===== src/rtl/main_control_fsm.sv =====
// Multi-cycle main controller for the RV32I core (lw, sw, R-type, I-ALU, beq, jal).
// Moore state machine whose outputs decode from the current state; PCWrite also
// depends on the ALU zero flag, and DECODE's illegal/instr_done depend on the opcode.
module main_control_fsm (
    input  logic       clk,
    input  logic       reset,
    input  logic [6:0] op,
    input  logic       zero,
    output logic       PCWrite,
    output logic       AdrSrc,
    output logic       MemWrite,
    output logic       IRWrite,
    output logic       RegWrite,
    output logic [1:0] ResultSrc,
    output logic [1:0] ALUSrcA,
    output logic [1:0] ALUSrcB,
    output logic [1:0] ALUOp,
    output logic       illegal,
    output logic       instr_done,
    output logic [3:0] state
);

    typedef enum logic [3:0] {
        FETCH    = 4'd0,
        DECODE   = 4'd1,
        MEMADR   = 4'd2,
        MEMREAD  = 4'd3,
        MEMWB    = 4'd4,
        MEMWRITE = 4'd5,
        EXECUTER = 4'd6,
        EXECUTEI = 4'd7,
        ALUWB    = 4'd8,
        BEQ      = 4'd9,
        JAL      = 4'd10
    } state_t;

    localparam logic [6:0] OP_LW    = 7'b0000011;
    localparam logic [6:0] OP_SW    = 7'b0100011;
    localparam logic [6:0] OP_RTYPE = 7'b0110011;
    localparam logic [6:0] OP_IALU  = 7'b0010011;
    localparam logic [6:0] OP_BEQ   = 7'b1100011;
    localparam logic [6:0] OP_JAL   = 7'b1101111;

    state_t state_q;
    state_t state_d;

    logic pc_update;
    logic branch;
    logic ir_write_raw;
    logic mem_write_raw;
    logic reg_write_raw;

    // State register; reset returns the controller to FETCH.
    always_ff @(posedge clk) begin
        if (reset) begin
            state_q <= FETCH;
        end else begin
            state_q <= state_d;
        end
    end

    // Next-state selection; MEMADR re-reads op to split loads from stores.
    always_comb begin
        state_d = FETCH;
        case (state_q)
            FETCH:    state_d = DECODE;
            DECODE: begin
                case (op)
                    OP_LW, OP_SW: state_d = MEMADR;
                    OP_RTYPE:     state_d = EXECUTER;
                    OP_IALU:      state_d = EXECUTEI;
                    OP_BEQ:       state_d = BEQ;
                    OP_JAL:       state_d = JAL;
                    default:      state_d = FETCH;
                endcase
            end
            MEMADR: begin
                if (op == OP_LW) begin
                    state_d = MEMREAD;
                end else if (op == OP_SW) begin
                    state_d = MEMWRITE;
                end else begin
                    state_d = FETCH;
                end
            end
            MEMREAD:  state_d = MEMWB;
            MEMWB:    state_d = FETCH;
            MEMWRITE: state_d = FETCH;
            EXECUTER: state_d = ALUWB;
            EXECUTEI: state_d = ALUWB;
            ALUWB:    state_d = FETCH;
            BEQ:      state_d = FETCH;
            JAL:      state_d = ALUWB;
            default:  state_d = FETCH;
        endcase
    end

    // Datapath control decode; write enables are gated off while reset is held.
    always_comb begin
        pc_update     = 1'b0;
        branch        = 1'b0;
        ir_write_raw  = 1'b0;
        mem_write_raw = 1'b0;
        reg_write_raw = 1'b0;
        AdrSrc        = 1'b0;
        ResultSrc     = 2'b00;
        ALUSrcA       = 2'b00;
        ALUSrcB       = 2'b00;
        ALUOp         = 2'b00;
        illegal       = 1'b0;
        instr_done    = 1'b0;
        case (state_q)
            FETCH: begin
                ir_write_raw = 1'b1;
                ALUSrcB      = 2'b10;
                ResultSrc    = 2'b10;
                pc_update    = 1'b1;
            end
            DECODE: begin
                ALUSrcA = 2'b01;
                ALUSrcB = 2'b01;
                case (op)
                    OP_LW, OP_SW, OP_RTYPE, OP_IALU, OP_BEQ, OP_JAL: illegal = 1'b0;
                    default: begin
                        illegal    = 1'b1;
                        instr_done = 1'b1;
                    end
                endcase
            end
            MEMADR: begin
                ALUSrcA = 2'b10;
                ALUSrcB = 2'b01;
            end
            MEMREAD: begin
                AdrSrc = 1'b1;
            end
            MEMWB: begin
                ResultSrc     = 2'b01;
                reg_write_raw = 1'b1;
                instr_done    = 1'b1;
            end
            MEMWRITE: begin
                AdrSrc        = 1'b1;
                mem_write_raw = 1'b1;
                instr_done    = 1'b1;
            end
            EXECUTER: begin
                ALUSrcA = 2'b10;
                ALUOp   = 2'b10;
            end
            EXECUTEI: begin
                ALUSrcA = 2'b10;
                ALUSrcB = 2'b01;
                ALUOp   = 2'b10;
            end
            ALUWB: begin
                reg_write_raw = 1'b1;
                instr_done    = 1'b1;
            end
            BEQ: begin
                ALUSrcA    = 2'b10;
                ALUOp      = 2'b01;
                branch     = 1'b1;
                instr_done = 1'b1;
            end
            JAL: begin
                ALUSrcA   = 2'b01;
                ALUSrcB   = 2'b10;
                pc_update = 1'b1;
            end
            default: begin
                pc_update = 1'b0;
            end
        endcase
    end

    assign PCWrite  = ~reset & (pc_update | (branch & zero));
    assign IRWrite  = ~reset & ir_write_raw;
    assign MemWrite = ~reset & mem_write_raw;
    assign RegWrite = ~reset & reg_write_raw;
    assign state    = state_q;

endmodule


===== config.mk =====
export PLATFORM = sky130hd
export DESIGN_NAME = main_control_fsm
export DESIGN_NICKNAME = d
export VERILOG_FILES = /design/src/rtl/main_control_fsm.sv
export SDC_FILE = /design/constraint.sdc
export NUM_CORES = 1
export LEC_CHECK = 0
export CORE_MARGIN = 4
export CORE_UTILIZATION = 34
export DETAILED_ROUTE_END_ITERATION = 12
export PLACE_DENSITY = 0.73
export SYNTH_ARGS = -nofsm -noshare
export SYNTH_HDL_FRONTEND = slang
export SYNTH_SLANG_ARGS = --single-unit
export TNS_END_PERCENT = 30

===== constraint.sdc =====
create_clock -name clk -period 2 [get_ports clk]
set_clock_uncertainty 0.1 [all_clocks]
set_input_delay 0.4 -clock clk [delete_from_list [all_inputs] [get_ports clk]]
set_output_delay 0.4 -clock clk [all_outputs]
set_load 0.005 [all_outputs]

==> results by group, run 1 <==
Worst hold path
  – Worst min path class: reg -> reg
  – Worst Hold Depth: 3

Global routing
  – Grt total ovfl: 0
  – Global-route wire length before repair: 2.77 mm
  – Vias in the first global route: 685
  – Initial antenna violation count: 0
  – Total track usage: 0.188
  – Largest net degree at the start of global routing: 17

Job
  – MaxCap Viol Count: 0

Logic synthesis
  – Yosys top cell by area: dfxtp_1
  – Syn Nets: 74
  – Post-synthesis cell type count: 27
  – Post-synthesis sequential area ratio: 0.177
  – Synthesis Warnings: 0
  – Synth Cell Area: 452 um2
  – Yosys top cell area share: 0.177
  – #FFs+latches synth: 4
  – Syn Area/Cell: 7.06 um2
  – Cells after Synth: 64
  – Synth top area cells: dfxtp_1 (18%), nor3_1 (8.9%), nor2b_1 (8.3%), xor2_1 (5.8%), a21oi_1 (5.5%)

Worst setup path
  – CP max FO: 7
  – Critical path class: reg -> out
  – Endpoint type of the worst setup path: output port
  – Worst endpoint data arrival time: 1.54 ns
  – Data required, critical path: 1.50 ns
  – Critical Path Source Type: register
  – R2R cell count: 5

STA
  – Final Slew Violations: 0
  – Worst Tran Pin Value: 0.251 ns
  – Crit path time final: 2.04 ns
  – RSZ-0062 raised after global routing: yes
  – Achievable clock frequency: 489 MHz
  – Part of the cycle the worst path needs: 1.02
  – Final Hold Vio Count: 0
  – Final WS setup: -0.0430 ns
  – Slew headroom: 0.833
  – Setup TNS Final: -0.0851 ns
  – # setup viols final: 3

Floorplanning
  – Die H: 44.5 um
  – Core Region: 0.00117 mm2
  – Boundary pin count: 29
  – Die area: 0.00198 mm2
  – Die X: 44.5 um
  – Initial Util: 0.386
  – Num rows: 12

Finish
  – Multi-input gate area: 395 um2
  – Fillers: 72
  – Fraction of layout instances using a drive strength above 1: 0.437
  – Most frequent cells in the layout: buf_4 (25), dlygate4sd2_1 (12), clkdlybuf4s50_1 (7)
  – Reg area: 83.8 um2
  – Area grow syn2layout: 125%
  – Fin cells: 133
  – Ant. Diodes: 0
  – Design area: 0.00102 mm2
  – Layout Utilization: 0.868
  – Most common cell after layout, fill and taps aside: buf_4
  – Nets: 131
  – Max FFs per register: 4

CTS
  – Clock slew at reported path FFs: 0.04 ns
  – Clock sink total: 4
  – CTS tree: built
  – Worst-skew pair later-pin latency: 0.24 ns
  – TritonCTS Buffers: 3
  – Hold-fix buffers at CTS: 0
  – H-tree depth: 1
  – CTS root buf: clkbuf_4
  – CTS max path bufs: 2

Detailed routing
  – Routed WL per cell: 13.9 um
  – Post-DRT Antenna Nets: 0
  – DRC Markers: 0
  – Vias after detailed routing: 721
  – WL final: 1.85 mm
  – Vias per inst: 5.42
  – Drt initial violations: 10
  – Total iterations of the first detailed-routing run: 5

Placement
  – Hpwl dp: 1.22 mm
  – RePlAce Congestion: 0.811
  – Area of placed instances: 888 um2
  – Count of input and output buffers: 28
  – # placed instances: 123
  – Pre-CTS WS: -0.619 ns

Pwr
  – VDD IR-drop max: 0.312 mV
  – Leak pwr: 0.517 nW
  – Pwr Density: 314 mW/mm2

Run status
  – Failing checks: negative setup slack
  – Status: finished with violations
path summary, 6_finish.rpt:
check            from        to  slack [ns]
max          state[3]    AdrSrc       -0.04
min          state[2]  state[3]        0.58
max reg2reg  state[3]  state[0]        0.43
min reg2reg  state[2]  state[3]        0.58
critical path, stage by stage (launching register included):
cell and delay (ns):
dfxtp_2 0.33, buf_8 0.13, inv_2 0.08, buf_4 0.14, and3_1 0.14, clkdlybuf4s50_1 0.49
synth_stat cells, drive strengths merged:
cell type	n
o21bai	3
o32ai	1
buf	3
a211oi	1
xor2	3
and4bb	1
nor3	9
or4b	2
o22ai	1
nor2	4
a21o	1
nand2	5
and3	2
nor2b	6
inv	2
dfxtp	4
a21oi	5
a31oi	1
nor4	3
nand4b	1
xnor2	1
a221oi	1
nand2b	2
clkbuf	1
o21a	1
metrics by stage:
step / hold slack, ns / power [mW]
floorplan: 0.416 / 0.127
global placement: 0.601 / 0.209
detailed placement: 0.614 / 0.211
CTS: 0.588 / 0.319
global route: 0.618 / 0.345
finish: 0.576 / 0.319
metal layers:
| metal | global-route usage | up-vias | wire [um] |
|---|---|---|---|
| met5 | 0 | - | 0 |
| met4 | 0.0904 | 0 | 14 |
| met3 | 0.0569 | 2 | 122 |
| met2 | 0.358 | 29 | 988 |
| met1 | 0.181 | 340 | 721 |
| li1 | - | 350 | - |
power by group:
part	switching, mW	internal (mW)	total, mW	leakage [nW]
registers	0.00136	0.0822	0.0836	0.0341
clock network	0.0345	0.0672	0.102	0.0138
logic	0.0544	0.0790	0.133	0.469
final cells by class:
cell class,count,share of cell area
Timing Repair Buffer,56,0.482
Sequential cell,4,0.0825
Clock buffer,3,0.0222
Inverter,2,0.00739
Multi-Input combinational cell,54,0.389
Tap cell,14,0.0172
logic make-up after synthesis:
kind of cell | after synthesis | share of synthesized area
flip-flops | 4 | 0.177
AND/OR/NAND/NOR | 35 | 0.465
buffers and inverters | 6 | 0.0582
AO/OA/AOI/OAI | 15 | 0.222
XOR/XNOR | 4 | 0.0776
timing repair:
| item | 4_1_cts | 5_1_grt |
|---|---|---|
| setup buffers | 4 | 3 |
| endpoints found under the hold margin | 0 | 0 |
| endpoints found under the setup margin | 15 | 11 |
| pin swaps | 8 | 2 |
| gates resized for setup | 38 | 18 |
(Power assumes the default switching activity.)
==> run 2: changes to the inputs <==
--- a/config.mk
+++ b/config.mk
@@ -8,7 +8,8 @@
 export CORE_MARGIN = 4
 export CORE_UTILIZATION = 34
 export DETAILED_ROUTE_END_ITERATION = 12
-export PLACE_DENSITY = 0.73
+export PLACE_DENSITY = 0.74
+export SKIP_CTS_REPAIR_TIMING = 1
 export SYNTH_ARGS = -nofsm -noshare
 export SYNTH_HDL_FRONTEND = slang
 export SYNTH_SLANG_ARGS = --single-unit
==> run 2 against run 1 <==
  * The run still ends with negative setup slack left
  * Register-to-register slack got worse by 0.11 ns
  * First-iteration DRC count grew to 2.9 times the previous value
  * Sequential power about the same
  * Core utilization increased by 6.8 points
  * Critical endpoint is now PCWrite
  * Largest power group unchanged
==> results by group, run 2 (same netlist as run 1, synthesis figures left out) <==
Run status
  – Status: finished with violations
  – Failing checks: negative setup slack

Worst setup path
  – WP buf/inv: 2 (-2)
  – R2r startpoint: state[2]
  – Slowest-stage cell, CP: clkdlybuf4s50_1
  – Cell Chain, Critical Path: buf_4 > nand2b_4 > nor3_4 > a21oi_1 > nor2_1 > clkdlybuf4s50_1
  – R2R Setup Slk: 0.32 ns (-0.11 ns)
  – Reg2reg end: state[0]
  – Worst endpoint data arrival time: 1.84 ns (+0.30 ns)
  – R2R cell count: 5 (unchanged)
  – Critical Path Source Type: register
  – Data required, critical path: 1.50 ns (about the same)
  – Critical path class: reg -> out
  – CP max FO: 12 (+5)
  – CP delay by family, top: buffers and inverters
  – Endpoint type of the worst setup path: output port
  – CP peak stage delay: 0.52 ns (+0.03 ns)

Worst hold path
  – Worst hold endpoint: state[1]
  – Hold wc startpoint: op[2]
  – Worst Hold Depth: 3 (unchanged)
  – Worst min path class: in -> reg

Job
  – MaxCap Viol Count: 0 (unchanged)

Detailed routing
  – Vias after detailed routing: 757 (+5.0%)
  – Routed WL per cell: 18.7 um (+34%)
  – WL final: 2.45 mm (+32%)
  – Post-DRT Antenna Nets: 0 (unchanged)
  – Drt initial violations: 29 (+19)
  – Vias per inst: 5.78 (+6.6%)
  – Total iterations of the first detailed-routing run: 4 (-1)
  – DRC Markers: 0 (unchanged)

CTS
  – TritonCTS Buffers: 3 (unchanged)
  – CTS max path bufs: 2 (unchanged)
  – CTS root buf: clkbuf_4
  – Clock slew at reported path FFs: 0.03 ns (about the same)
  – CTS tree: built
  – Clock sink total: 4 (unchanged)
  – Worst-skew pair later-pin latency: 0.26 ns (+0.02 ns)
  – H-tree depth: 1 (unchanged)

STA
  – Final WS setup: -0.336 ns (-0.293 ns)
  – Worst hold slack: 0.510 ns (-0.0663 ns)
  – RSZ-0062 raised after global routing: yes
  – Slew headroom: 0.802 (-0.0311)
  – Final Slew Violations: 0 (unchanged)
  – Setup TNS Final: -0.898 ns (-0.812 ns)
  – Part of the cycle the worst path needs: 1.17 (+0.146)
  – Achievable clock frequency: 428 MHz (-13%)
  – # setup viols final: 4 (+1)
  – Crit path time final: 2.34 ns (+0.293 ns)
  – Final Hold Vio Count: 0 (unchanged)
  – Worst Tran Pin Value: 0.296 ns (+0.0457 ns)

Floorplanning
  – Initial Util: 0.386 (unchanged)
  – Die area: 0.00198 mm2 (unchanged)
  – Num rows: 12 (unchanged)
  – Die X: 44.5 um (unchanged)
  – Boundary pin count: 29 (unchanged)
  – Core Region: 0.00117 mm2 (unchanged)
  – Die H: 44.5 um (unchanged)

Finish
  – Most common cell after layout, fill and taps aside: buf_4
  – Nets: 129 (-1.5%)
  – Max FFs per register: 4 (unchanged)
  – Design area: 0.00110 mm2 (+7.9%)
  – Fin cells: 131 (-1.5%)
  – Area grow syn2layout: 143%
  – Most frequent cells in the layout: buf_4 (24), dlymetal6s2s_1 (18), clkdlybuf4s50_1 (9)
  – Ant. Diodes: 0 (unchanged)
  – Fraction of layout instances using a drive strength above 1: 0.410 (-0.0267)
  – Layout Utilization: 0.936 (+0.0684)

Global routing
  – Vias in the first global route: 575 (-16%)
  – Total track usage: 0.164 (-0.0247)
  – Grt total ovfl: 0 (unchanged)
  – Initial antenna violation count: 0 (unchanged)
  – Largest net degree at the start of global routing: 17 (unchanged)
  – Global-route wire length before repair: 2.44 mm (-12%)

Placement
  – Area of placed instances: 888 um2 (unchanged)
  – RePlAce Congestion: 0.855 (+5.4%)
  – # placed instances: 123 (unchanged)
  – Hpwl dp: 1.24 mm (+2.0%)
  – Pre-CTS WS: -0.622 ns (-0.00296 ns)
  – Count of input and output buffers: 28 (unchanged)

Pwr
  – Leak pwr: 0.663 nW (+28%)
  – VDD IR-drop max: 0.320 mV (+2.3%)
  – Overall power: 347 uW (+8.8%)
  – Pwr Density: 316 mW/mm2 (+0.81%)
## run 2: cell types whose count changed in the layout (fill, tap and decap cells not counted), sizes merged
cell           change
buf                -5
dlygate4sd2       -12
clkbuf             -2
clkdlybuf4s50      +2
dlymetal6s2s      +15
## run 2: worst max path at each step
stage / from / to / slack (ns) / cells past startpoint
after floorplan: state[2] / instr_done / 0.26 / 3
after global placement: op[3] / instr_done / -0.56 / 6
after detailed placement: op[2] / instr_done / -0.62 / 7
final: state[0] / PCWrite / -0.34 / 6
after CTS: op[3] / instr_done / -0.62 / 7
after global routing: state[0] / PCWrite / -0.39 / 6
## run 2: worst min-delay path, stage by stage
cell and delay [ns]:
dlymetal6s2s_1 0.15, a31oi_1 0.17, nor3_1 0.09
## run 2: metal layers
metal	track usage	wire length, um	part of all wire	vias to the layer above
met4	0.0181	84	0.034	0
li1	-	-	-	343
met3	0.0610	198	0.081	9
met2	0.297	1310	0.53	53
met5	0	0	0	-
met1	0.187	856	0.35	352
## run 2: area by class of cell
| type | instances | area, um2 |
|---|---|---|
| clock buffer | 3 | 22.5 |
| fill | 44 | 75.1 |
| inverter | 2 | 7.51 |
| multi-input combinational | 54 | 433 |
| sequential | 4 | 82.6 |
| tap | 14 | 17.5 |
| timing repair buffer | 54 | 533 |
## run 2: report_power, final
part           switching [mW]  internal [mW]
clock network          0.0454         0.0679
registers             0.00143         0.0821
logic                  0.0648         0.0850
total                   0.112          0.235
